## config.mk

```make
export PLATFORM = sky130hd
export DESIGN_NAME = coproc_stall_ctrl
export DESIGN_NICKNAME = d
export VERILOG_FILES = /design/src/rtl/stall_pkg.sv /design/src/rtl/stall_prio_enc.sv /design/src/rtl/coproc_stall_ctrl.sv
export SDC_FILE = /design/constraint.sdc
export NUM_CORES = 1
export LEC_CHECK = 0
export BUFFER_PORTS_ARGS = -buffer_cell sky130_fd_sc_hd__buf_4
export CAP_MARGIN = 30
export CORE_UTILIZATION = 25
export DETAILED_ROUTE_END_ITERATION = 8
export PLACE_DENSITY_LB_ADDON = 0.05
export SETUP_SLACK_MARGIN = 0.4
export SLEW_MARGIN = 15
export SYNTH_ARGS = -nofsm -noshare
export SYNTH_HDL_FRONTEND = slang
export SYNTH_SLANG_ARGS = --single-unit
```

## constraint.sdc

```tcl
create_clock -name clk -period 8.7 [get_ports clk]
set_clock_uncertainty 0.2 [all_clocks]
set_input_delay 1.305 -clock clk [delete_from_list [all_inputs] [get_ports clk]]
set_output_delay 1.305 -clock clk [all_outputs]
set_load 0.05 [all_outputs]
```

## src/rtl/stall_pkg.sv

```systemverilog
// Shared definitions for the coprocessor stall controller: FSM encoding, the latency value that means wait for ack, and default channels for the existing AES/IM opcodes.
// Latency: n/a (package only).
// Backpressure: n/a. Using the opcode channel assignments below requires NCH >= CH_MIN_NCH.
package stall_pkg;

    typedef enum logic {
        ST_IDLE = 1'b0,
        ST_WAIT = 1'b1
    } state_t;

    // Latency field width the opcode map was laid out for; all-ones means "no timed release, ack only".
    localparam int               LAT_W_DFLT = 4;
    localparam logic [LAT_W_DFLT-1:0] LAT_INF = '1;

    // Default request-channel index per existing custom opcode enable.
    localparam int EN_ADDROUND  = 0;
    localparam int EN_SUBBYTES  = 1;
    localparam int EN_SHIFTROWS = 2;
    localparam int EN_MIXCOL    = 3;
    localparam int EN_INVSUB    = 4;
    localparam int EN_INVSHIFT  = 5;
    localparam int EN_INVMIX    = 6;
    localparam int EN_KEYEXP    = 7;
    localparam int EN_AESENC    = 8;
    localparam int EN_AESDEC    = 9;
    localparam int IMCADD       = 10;
    localparam int IMCSUB       = 11;
    localparam int IMCMUL       = 12;
    localparam int IMCMAC       = 13;
    localparam int IMCXOR       = 14;
    localparam int IMCAND       = 15;
    localparam int IMCOR        = 16;
    localparam int IMCROT       = 17;
    localparam int IMCSHL       = 18;
    localparam int IMCSHR       = 19;
    localparam int IMCSL        = 20;

    localparam int CH_MIN_NCH   = IMCSL + 1;

endpackage

```

## src/rtl/stall_prio_enc.sv

```systemverilog
// Lowest-index priority encoder: vld when any request bit is set, idx of the lowest set bit.
// Latency: purely combinational, zero cycles.
// Backpressure: none; the result follows the input vector directly.
// Ports: req (N-bit request vector) -> vld, idx (IW bits, 0 when no request).
module stall_prio_enc #(
    parameter int N  = 16,
    parameter int IW = 4
) (
    input  logic [N-1:0]  req,
    output logic          vld,
    output logic [IW-1:0] idx
);

    // Scan from the top down so the last hit, the lowest set bit, wins.
    always_comb begin
        vld = 1'b0;
        idx = '0;
        for (int i = N - 1; i >= 0; i--) begin
            if (req[i]) begin
                vld = 1'b1;
                idx = IW'(i);
            end
        end
    end

endmodule

```

## src/rtl/coproc_stall_ctrl.sv

```systemverilog
// Stall/handshake controller for custom-instruction coprocessors: one lowest-index channel at a time is held for its programmed latency or until ack.
// Latency: lat=L gives L halt cycles starting in the accept cycle; done/halt are combinational from req, ack, state and cnt.
// Backpressure: losing and non-active requesters see done=0 (stall) until they win arbitration in a later IDLE cycle.
// Ports: clk, res (async active-low) | req, lat_cfg (LAT_W per channel), ack in | done, halt, busy, act_ch, err out.
// Optional feature: define STALL_WDOG_EN to build the watchdog (forced release after TIMEOUT cycles, sticky err).
module coproc_stall_ctrl
    import stall_pkg::*;
#(
    parameter int NCH     = 16,
    parameter int LAT_W   = 4,
    parameter int TIMEOUT = 255,
    localparam int IW     = (NCH > 1) ? $clog2(NCH) : 1
) (
    input  logic                 clk,
    input  logic                 res,
    input  logic [NCH-1:0]       req,
    input  logic [NCH*LAT_W-1:0] lat_cfg,
    input  logic [NCH-1:0]       ack,
    output logic [NCH-1:0]       done,
    output logic                 halt,
    output logic                 busy,
    output logic [IW-1:0]        act_ch,
    output logic                 err
);

    // Width-matched all-ones latency (same meaning as LAT_INF at the default width).
    localparam logic [LAT_W-1:0] LAT_INF_W = '1;

    state_t           state_q, state_d;
    logic [LAT_W-1:0] cnt_q, cnt_d;
    logic [IW-1:0]    act_q, act_d;
    logic             inf_q, inf_d;

    logic             win_vld;
    logic [IW-1:0]    win_idx;
    logic [LAT_W-1:0] win_lat;
    logic             act_req;
    logic             act_ack;
    logic             wd_fire;

    stall_prio_enc #(
        .N  (NCH),
        .IW (IW)
    ) u_prio (
        .req (req),
        .vld (win_vld),
        .idx (win_idx)
    );

    assign win_lat = lat_cfg[win_idx * LAT_W +: LAT_W];
    assign act_req = req[act_q];
    assign act_ack = ack[act_q];

    always_ff @(posedge clk or negedge res) begin
        if (!res) begin
            state_q <= ST_IDLE;
            cnt_q   <= '0;
            act_q   <= '0;
            inf_q   <= 1'b0;
        end else begin
            state_q <= state_d;
            cnt_q   <= cnt_d;
            act_q   <= act_d;
            inf_q   <= inf_d;
        end
    end

    always_comb begin
        state_d = state_q;
        cnt_d   = cnt_q;
        act_d   = act_q;
        inf_d   = inf_q;
        // Idle channels never stall; every requester stalls unless released below.
        done    = ~req;
        case (state_q)
            ST_IDLE: begin
                if (win_vld) begin
                    if (win_lat == '0) begin
                        done[win_idx] = 1'b1;
                    end else begin
                        // The accept cycle itself is the first stall cycle, hence lat-1.
                        act_d   = win_idx;
                        cnt_d   = win_lat - LAT_W'(1);
                        inf_d   = (win_lat == LAT_INF_W);
                        state_d = ST_WAIT;
                    end
                end
            end
            ST_WAIT: begin
                if (!act_req) begin
                    // Core flushed the instruction: drop it without a done pulse.
                    state_d = ST_IDLE;
                end else if ((!inf_q && cnt_q == '0) || act_ack || wd_fire) begin
                    done[act_q] = 1'b1;
                    state_d     = ST_IDLE;
                end else if (!inf_q && cnt_q != '0) begin
                    cnt_d = cnt_q - LAT_W'(1);
                end
            end
            default: state_d = ST_IDLE;
        endcase
    end

    assign halt   = ~&done;
    assign busy   = (state_q == ST_WAIT);
    assign act_ch = act_q;

`ifdef STALL_WDOG_EN
    localparam int WD_W = $clog2(TIMEOUT + 1);

    logic [WD_W-1:0] wdog_q;
    logic            err_q;

    // wdog counts stall cycles including the accept cycle, so it equals TIMEOUT in stall cycle TIMEOUT.
    assign wd_fire = (state_q == ST_WAIT) && act_req && (wdog_q == WD_W'(TIMEOUT));

    always_ff @(posedge clk or negedge res) begin
        if (!res) begin
            wdog_q <= '0;
            err_q  <= 1'b0;
        end else begin
            if (state_q == ST_IDLE && state_d == ST_WAIT) begin
                wdog_q <= WD_W'(1);
            end else if (state_q == ST_WAIT && wdog_q != WD_W'(TIMEOUT)) begin
                wdog_q <= wdog_q + WD_W'(1);
            end
            if (wd_fire) begin
                err_q <= 1'b1;
            end
        end
    end

    assign err = err_q;
`else
    logic unused_timeout;

    assign unused_timeout = ^TIMEOUT;
    assign wd_fire        = 1'b0;
    assign err            = 1'b0;
`endif

endmodule

```

### Word-level counts from Yosys, hierarchy flattened

Cells that the tools add are included.

* $add $sub $neg: 2
* divide/modulo/power cells: 0
* magnitude comparators: 4
* reduce and logical (&&, ||, !) cells: 13
* $mul: 0
* eq/ne operators: 6
* bitwise operators: 5
* shift-type cells: 1
* multiplexer cells: 56

Operators by type and width (count)
* $mux 4: 21
* $mux 16: 4
* $shiftx 64x7->4: 1
* $or 16x16->16: 2
* $pmux 16 s2: 1
* $mux 1: 24
* $not 16->16: 1
* $reduce_and 16->1: 1
* $lt 4x5->1 const B: 2
* $bmux 1 s4: 2
* $demux 1 s4: 2
* $ge 4x1->1 const B: 2
* $logic_not 4->1: 2
* $pmux 4 s2: 1
* $sub 4x1->4 const B: 2
* $ne 2x1->1 const B: 3
* $reduce_and 5->1: 1
* $eq 4x4->1 const B: 1
* $logic_and 1x1->1: 4
* $ne 2x2->1 const B: 2
* $reduce_bool 4->1: 1
* $reduce_and 3->1: 1
* $logic_not 1->1: 2
* $not 1->1: 2
* other kinds (2): 2

* bits in writable memories: 0
* bits in registers: 10
* output and inout port bits: 23
* latch bits: 0
* ROM bits: 0
* bits of input ports: 98
* memories: 0
* word-level logic and storage cells: 91

### Logic depth before layout (Yosys ltp)

Gate-level depths: netlist of run 1.

* word-level depth: 26
* mapped depth: 14
* gate-level depth less buffers: 11

### Hierarchy

Synthesis of run 1 repeated with hierarchy kept, for this count alone.

* cell total of the unflattened synthesis: 261
* area, all modules: 2268.4 um^2

By module, submodules not included
* coproc_stall_ctrl: sequential area each 250.2 um^2, times used 1, area an instance 2089.5 um^2, cells each 228
* stall_prio_enc: sequential area each 0.0 um^2, times used 1, area an instance 178.9 um^2, cells each 33

### Least setup slack after synthesis of run 1

No wires, ideal clock.

* kind: in2out
* from: input req[2]
* to: output done[2]
* stages: 11
* arrival time: 5.201 ns
* buffers on the path: 3
* slack: 1.994 ns
* data required time: 7.195 ns
* path through: buf_2 -> or4_4 -> a22o_1 -> buf_6 -> buf_6 -> mux2i_1 -> nor2_1 -> o31ai_2 -> and2_1 -> nand3_1 -> o311ai_0

* longest elaborated chain between the ends: 11
* elaborated cells between the ends (all ways): 23
* classes of those cells: 2 x order compare; 1 x shift; 15 x mux; 3 x bitwise; 2 x reduce/logical

Ends and longest elaborated chain
* start, declared: line coproc_stall_ctrl.sv:16 `input logic [NCH-1:0] req,`
* $mux 4 (3 in series): line stall_prio_enc.sv:19 `if (req[i]) begin`
* $lt 4x5->1 (implied by the code) or $ge 4x1->1 (tied branches): line coproc_stall_ctrl.sv:79 `done[win_idx] = 1'b1;`
* $logic_and 1x1->1 (implied by the code): line coproc_stall_ctrl.sv:79
* $mux 1 (implied by the code): line coproc_stall_ctrl.sv:79
* $demux 1 s4: line coproc_stall_ctrl.sv:79
* $or 16x16->16 (no line)
* $mux 16: line coproc_stall_ctrl.sv:78 `if (win_lat == '0) begin`
* $mux 16: line coproc_stall_ctrl.sv:77 `if (win_vld) begin`
* $pmux 16 s2 *: line coproc_stall_ctrl.sv:75 `case (state_q)`
* end, declared: line coproc_stall_ctrl.sv:19 `output logic [NCH-1:0] done,`

Mark *: on every way between the ends. The rest lies on a longest branch, timed or not. The select of a mux whose other input is x is not followed.

### Final worst setup path of run 1

* from: input req[7]
* to: output halt

* longest elaborated chain between the ends: 18
* elaborated cells between the ends (all ways): 35
* classes of those cells: 2 x order compare; 1 x shift; 25 x mux; 3 x bitwise; 4 x reduce/logical

Ends and longest elaborated chain
* $mux 4 (8 in series): line stall_prio_enc.sv:19
* $lt 4x5->1 (implied by the code) or $ge 4x1->1 (tied branches): line coproc_stall_ctrl.sv:79
* $logic_and 1x1->1 (implied by the code): line coproc_stall_ctrl.sv:79
* $mux 1 (implied by the code): line coproc_stall_ctrl.sv:79
* $demux 1 s4: line coproc_stall_ctrl.sv:79
* $or 16x16->16 (no line)
* $mux 16: line coproc_stall_ctrl.sv:78
* $mux 16: line coproc_stall_ctrl.sv:77
* $pmux 16 s2 *: line coproc_stall_ctrl.sv:75
* $reduce_and 16->1 *: line coproc_stall_ctrl.sv:104 `assign halt = ~&done;`
* $logic_not 1->1 *: line coproc_stall_ctrl.sv:104
* end, declared: line coproc_stall_ctrl.sv:20 `output logic halt,`

Marks and branches as above.

==> results of run 1 <==
==> layer usage <==
metal | vias to the layer above | wire length (um) | global-route usage (%)
met3 | 12 | 708 | 3.32
met4 | 0 | 133 | 4.25
li1 | 1380 | - | -
met1 | 1404 | 4470 | 28.5
met2 | 150 | 4960 | 36.4
met5 | - | 0 | 0
==> state kept, by name, indices dropped and copies added (netlist names) <==
signal  cells
act_ch      4
busy        1
cnt_q       4
inf_q       1
==> cell families after synthesis <==
group | count (synthesis) | share of synthesized area [%]
muxes | 26 | 17.3
and+or+nand+nor | 123 | 30.0
AOI/OAI and AO/OA | 107 | 34.6
adders and majority gates | 1 | 0.556
DFF | 10 | 11.1
other | 1 | 0.167
xor gates and xnor gates | 2 | 0.778
buffers and inverters | 24 | 5.39
==> critical path, cell delays in order <==
cell and delay, ns:
buf_4 0.14, nor3_1 0.27, nor3b_1 0.44, a221o_1 0.65, and3_1 0.26, a211oi_1 0.06
o32ai_2 0.52, nand3_1 0.16, or4_1 0.52, o211ai_1 0.14, and4_1 0.20, nand4_1 0.10
buf_4 0.20
==> area by class of cell <==
type                            count  area [sq um]
Timing Repair Buffer              120           901
Tap cell                          108           135
Multi-Input combinational cell    260          1880
Inverter                            6          22.5
Sequential cell                    10           250
Fill cell                         934          5480
Clock buffer                        4          55.1
==> worst min path at each step <==
| stage | end | slack, ns | cells past startpoint |
|---|---|---|---|
| floorplan | cnt_q[3] | 0.26 | 2 |
| global placement | inf_q | 0.32 | 1 |
| detailed placement | cnt_q[3] | 0.32 | 2 |
| CTS | cnt_q[2] | 0.34 | 1 |
| global route | inf_q | 0.35 | 1 |
| finish | inf_q | 0.33 | 1 |
==> power groups by stage <==
stage	clock [mW]	sequential [mW]	combinational (mW)
2_1_floorplan	0	0.106	0.226
4_1_cts	0.0606	0.108	0.342
5_1_grt	0.0638	0.114	0.367
6_report	0.0578	0.108	0.340
3_5_place_dp	0	0.109	0.340
3_3_place_gp	0	0.108	0.343
==> metrics by stage <==
step,hold WS [ns],area (sq um)
floorplan,0.263,2250
global placement,0.319,3190
detailed placement,0.324,3190
CTS,0.338,3240
global route,0.346,3240
finish,0.331,3240
==> synthesized netlist by cell type (5+ instances only) <==
master    instances  area share [%]
o211ai_1          8             2.7
nand2_1          30             5.0
o21ai_0          24             5.3
nor3_1            8             1.8
dfrtp_1          10              11
mux4_2           10              10
a21oi_1          14             3.1
nand3b_1          6             2.0
or4_1             6             2.0
mux2i_1          12             5.3
nand2b_1          6             1.7
nand3_1          13             2.9
o21a_1            5             1.7
inv_1             6             1.0
clkbuf_1          9             1.5
nor2_1           21             3.5
==> cell usage in the layout (no fill, tap or decap), types with 3 or more instances in the layout <==
cell	instances
o21a_1	5
or4_1	6
o211ai_1	8
inv_1	6
buf_4	120
nand2_1	30
nand2b_1	6
a32oi_1	3
o21bai_1	4
o21ai_0	24
mux2i_1	12
clkbuf_8	4
a21oi_1	14
nand3b_1	6
nor3_1	8
or2_2	3
nand4_1	4
mux4_2	10
nor2_1	21
a211oi_1	3
a221o_1	3
nor2b_1	3
a31oi_1	4
nand3_1	13
and2_1	4
or3_1	3
nor4_2	3
a221oi_1	4
o21ai_1	4
o31ai_1	3
dfrtp_1	10
o221ai_1	3
==> impl_metrics.py, run 1 <==
metrics = {
    "final_layout": {
        "layout.cells.non_filler": 508,
        "fin_util_pct": 37.2,
        "diodes": 0,
        "drive_above_1_share_pct": 38.3,
        "final_nets": 500,
        "area_growth_pct": 44.1,
    },
    "timing": {
        "report.final.slew_viol_count": 0,
        "worst_slack_ns": 2.23,
        "finalWorstPathRequiredPeriod_ns": 6.47,
        "min_period_over_period_pct": 74.4,
        "setup-violations-final": 0,
        "slew_headroom_pct": 42.8,
        "worstMarginPinSlew_ns": 0.852,
        "setup_tns_ns": 0,
        "max_freq_ghz": 0.155,
        "hold_viol_final": 0,
        "rsz0062_at_grt": "no",
    },
    "synthesis": {
        "synth_fp_nets": 393,
        "syn_avg_cell_area_sq_um": 7.66,
        "async_flop_share_pct": 100,
        "synth-seq-area-share_pct": 11.1,
        "yosysWarnings": 0,
        "synthFlopType": "dfrtp_1",
        "synthDistinctLibCells": 73,
        "synthesis.area_sq_um": 2250,
        "ys_ff_latch": 10,
        "netlist_instances": 294,
        "synth_edf_count": 0,
    },
    "cts": {
        "clkTransAtPathRegs_ns": 0.05,
        "clkSinkCount": 10,
        "cts_root_buf": "clkbuf_8",
        "post_cts_resized": 0,
        "clk_path_buf_depth": 2,
        "cts_tree": "built",
        "holdBufCountCts": 0,
        "cts_buffers": 3,
        "cts_max_level": 1,
        "worstSkewPairLatency_ns": 0.23,
        "cts_setup_buffers": 0,
    },
    "pwr": {
        "leakage_nw": 1.35,
        "power_density_nw_per_um2": 156,
        "p_int_uw": 255,
        "pwr-share-clk_pct": 11.4,
        "switching_share_pct": 49.6,
        "power_uw": 505,
        "p_sw_uw": 250,
        "power_frac_comb_pct": 67.2,
        "irDropWorstVdd_uv": 72.6,
        "pwr-share-seq_pct": 21.3,
    },
    "critical_path": {
        "reg2reg_to": "cnt_q[2]",
        "r2r-start": "act_ch[0]",
        "cp.arrival_ns": 4.96,
        "critPathLaunch": "req[7]",
        "path_max_fanout": 10,
        "critical_path_class": "in -> out",
        "end_kind": "primary output",
        "timing.critical_path.to": "halt",
        "cp_data_required_time_ns": 7.19,
        "r2r_cells": 5,
        "critPathLaunchType": "input port",
        "ff2ff_setup_slack_ns": 5.74,
    },
    "floorplanning": {
        "dieArea_sq_um": 9390,
        "die_h_um": 96.9,
        "ios": 121,
        "fp.coreArea_sq_um": 8720,
        "initial_utilization_pct": 25.8,
        "die_x_um": 96.9,
        "num_rows": 34,
    },
    "grt": {
        "grt.total_usage_pct": 21.4,
        "overflow": 0,
        "grt_max_degree": 17,
        "grt_pass1_wl_um": 16000,
        "antenna_found_initial": 0,
        "grt_pass1_vias": 3033,
    },
    "run_status": {
        "status": "finished, final reports clean",
    },
    "worst_hold_path": {
        "hp-start": "inf_q",
        "min_path_type": "reg -> reg",
    },
    "placement": {
        "place_inst": 504,
        "dp_hpwl_um": 8300,
        "gp_congestion": 0.924,
        "post-place-ws_ns": 2.22,
        "io_buffers": 119,
    },
    "run": {
        "max_cap_viol_count": 0,
    },
    "route": {
        "wl_um": 10300,
        "vias": 2946,
        "drt-initial-drc-count": 122,
        "antenna_left": 0,
        "dr.pass1.iters": 5,
        "drc": 0,
        "via_per_inst": 5.80,
        "wl_per_cell_um": 20.2,
    },
}
Power figures use the tool's default switching activity.
==> inputs of run 2 (changes only) <==
==> constraint.sdc (replaced) <==
create_clock -name clk -period 5.7 [get_ports clk]
set_clock_uncertainty 0.2 [all_clocks]
set_input_delay 0.855 -clock clk [delete_from_list [all_inputs] [get_ports clk]]
set_output_delay 0.855 -clock clk [all_outputs]
set_load 0.05 [all_outputs]
==> run 2 against run 1 <==
Design area rose by 5.2%. Non-clock buffer count rose by 14. Cell count rose by 2.8%. First-iteration DRC count rose by 36%. Utilization rose by 1.9 points. Sequential share of layout area fell by 0.38 points. Flip-flop and latch count did not move. Global-route usage barely moved. Critical path type unchanged. Largest cell class unchanged. Largest power group unchanged.
==> impl_metrics.py, run 2 (synthesis gave the netlist of run 1 again) <==
metrics = {
    "run_status": {
        "status": "finished, final reports clean",
    },
    "cts": {
        "cts_max_level": 1,
        "clkSinkCount": 10,
        "cts_root_buf": "clkbuf_8",
        "clk_path_buf_depth": 2,
        "worstSkewPairLatency_ns": 0.23,
        "clkTransAtPathRegs_ns": 0.05,
        "holdBufCountCts": 0,
        "cts_tree": "built",
        "cts_buffers": 3,
    },
    "floorplanning": {
        "fp.coreArea_sq_um": 8720,
        "num_rows": 34,
        "die_h_um": 96.9,
        "die_x_um": 96.9,
        "ios": 121,
        "initial_utilization_pct": 25.8,
        "dieArea_sq_um": 9390,
    },
    "critical_path": {
        "cp.arrival_ns": 4.11,
        "end_kind": "primary output",
        "ff2ff_setup_slack_ns": 2.71,
        "cp_slowest_stage_delay_ns": 0.52,
        "cp_common_cell": "buf_4",
        "critical_path_class": "in -> out",
        "critPathLaunchType": "input port",
        "cpLargestDelayFamily": "simple AND/OR/NAND/NOR gates",
        "crit_buf_inv": 2,
        "cp_data_required_time_ns": 4.64,
        "path_max_fanout": 8,
        "slowest_stage": "or4_4",
        "path_cells": "buf_4 > nor2b_1 > or4_4 > a221o_4 > mux2i_2 > a21boi_0 > o31ai_2 > nand2_2 > or3_4 > o31ai_1 > and4b_1 > nand4_1 > buf_4",
    },
    "pwr": {
        "power_uw": 783,
        "leakage_nw": 1.43,
        "power_density_nw_per_um2": 229,
        "irDropWorstVdd_uv": 125,
    },
    "final_layout": {
        "area_growth_pct": 51.5,
        "diodes": 0,
        "final_nets": 514,
        "final_cell_mix": "134 x buf_4, 29 x nand2_1, 22 x o21ai_0",
        "drive_above_1_share_pct": 43.5,
        "fin_util_pct": 39.1,
        "layout_commonest_cell": "buf_4",
        "final_area_sq_um": 3410,
    },
    "grt": {
        "grt.total_usage_pct": 21.4,
        "grt_pass1_vias": 2927,
        "overflow": 0,
        "grt_pass1_wl_um": 16200,
        "antenna_found_initial": 0,
        "grt_max_degree": 16,
    },
    "timing": {
        "worstMarginPinSlew_ns": 0.675,
        "setup_tns_ns": 0,
        "report.final.slew_viol_count": 0,
        "finalWorstPathRequiredPeriod_ns": 5.17,
        "min_period_over_period_pct": 90.7,
        "setup-violations-final": 0,
        "slew_headroom_pct": 55.0,
        "max_freq_ghz": 0.193,
        "whs_ns": 0.246,
        "rsz0062_at_grt": "no",
        "hold_viol_final": 0,
    },
    "placement": {
        "io_buffers": 119,
        "dp_hpwl_um": 8240,
        "place_area_sq_um": 3280,
        "gp_congestion": 0.874,
    },
    "route": {
        "drc": 0,
        "antenna_left": 0,
        "drt-initial-drc-count": 166,
        "dr.pass1.iters": 5,
        "via_per_inst": 5.53,
        "vias": 2888,
        "wl_um": 10200,
        "wl_per_cell_um": 19.5,
    },
    "worst_hold_path": {
        "min_path_type": "in -> async",
    },
    "run": {
        "max_cap_viol_count": 0,
    },
}
[run 2: repair_timing]
item,CTS,global route
pin swaps,0,3
setup buffers,0,3
setup endpoints to repair,1,4
gates resized for setup,3,10
[run 2: where the power goes]
part           switching, mW  internal, mW
registers             0.0645        0.0997
clock network         0.0260        0.0606
logic                  0.290         0.242
total                  0.380         0.402
[run 2: final timing paths]
check	to	cells past startpoint	startpoint
min	act_ch[3]	1	res
max	halt	13	req[6]
max in group asynchronous	inf_q	1	res
min reg2reg	cnt_q[3]	2	cnt_q[3]
max reg2reg	cnt_q[2]	5	act_ch[0]
min in group clk	cnt_q[3]	2	cnt_q[3]
[run 2: metrics by stage]
| step | worst slack (ns) | std cells |
|---|---|---|
| after CTS | 0.432 | 519 |
| after detailed placement | 0.235 | 515 |
| after floorplan | 0.417 | 294 |
| final | 0.530 | 522 |
| after global placement | 0.219 | 515 |
| after global routing | 0.393 | 522 |
[run 2: area by class of cell]
class	instances	area (sq um)
Tap cell	108	135
Sequential cell	10	250
Inverter	6	22.5
Timing Repair Buffer	134	1010
Fill cell	926	5310
Clock buffer	4	55.1
Multi-Input combinational cell	260	1940
[run 2: metal layers]
layer | track usage (%) | wire length [um] | share of wire, % | vias up
li1 | - | - | - | 1407
met4 | 0.344 | 0 | 0 | 0
met1 | 31.3 | 4870 | 48 | 1375
met3 | 2.82 | 527 | 5.2 | 0
met5 | 0 | 0 | 0 | -
met2 | 35.1 | 4780 | 47 | 106
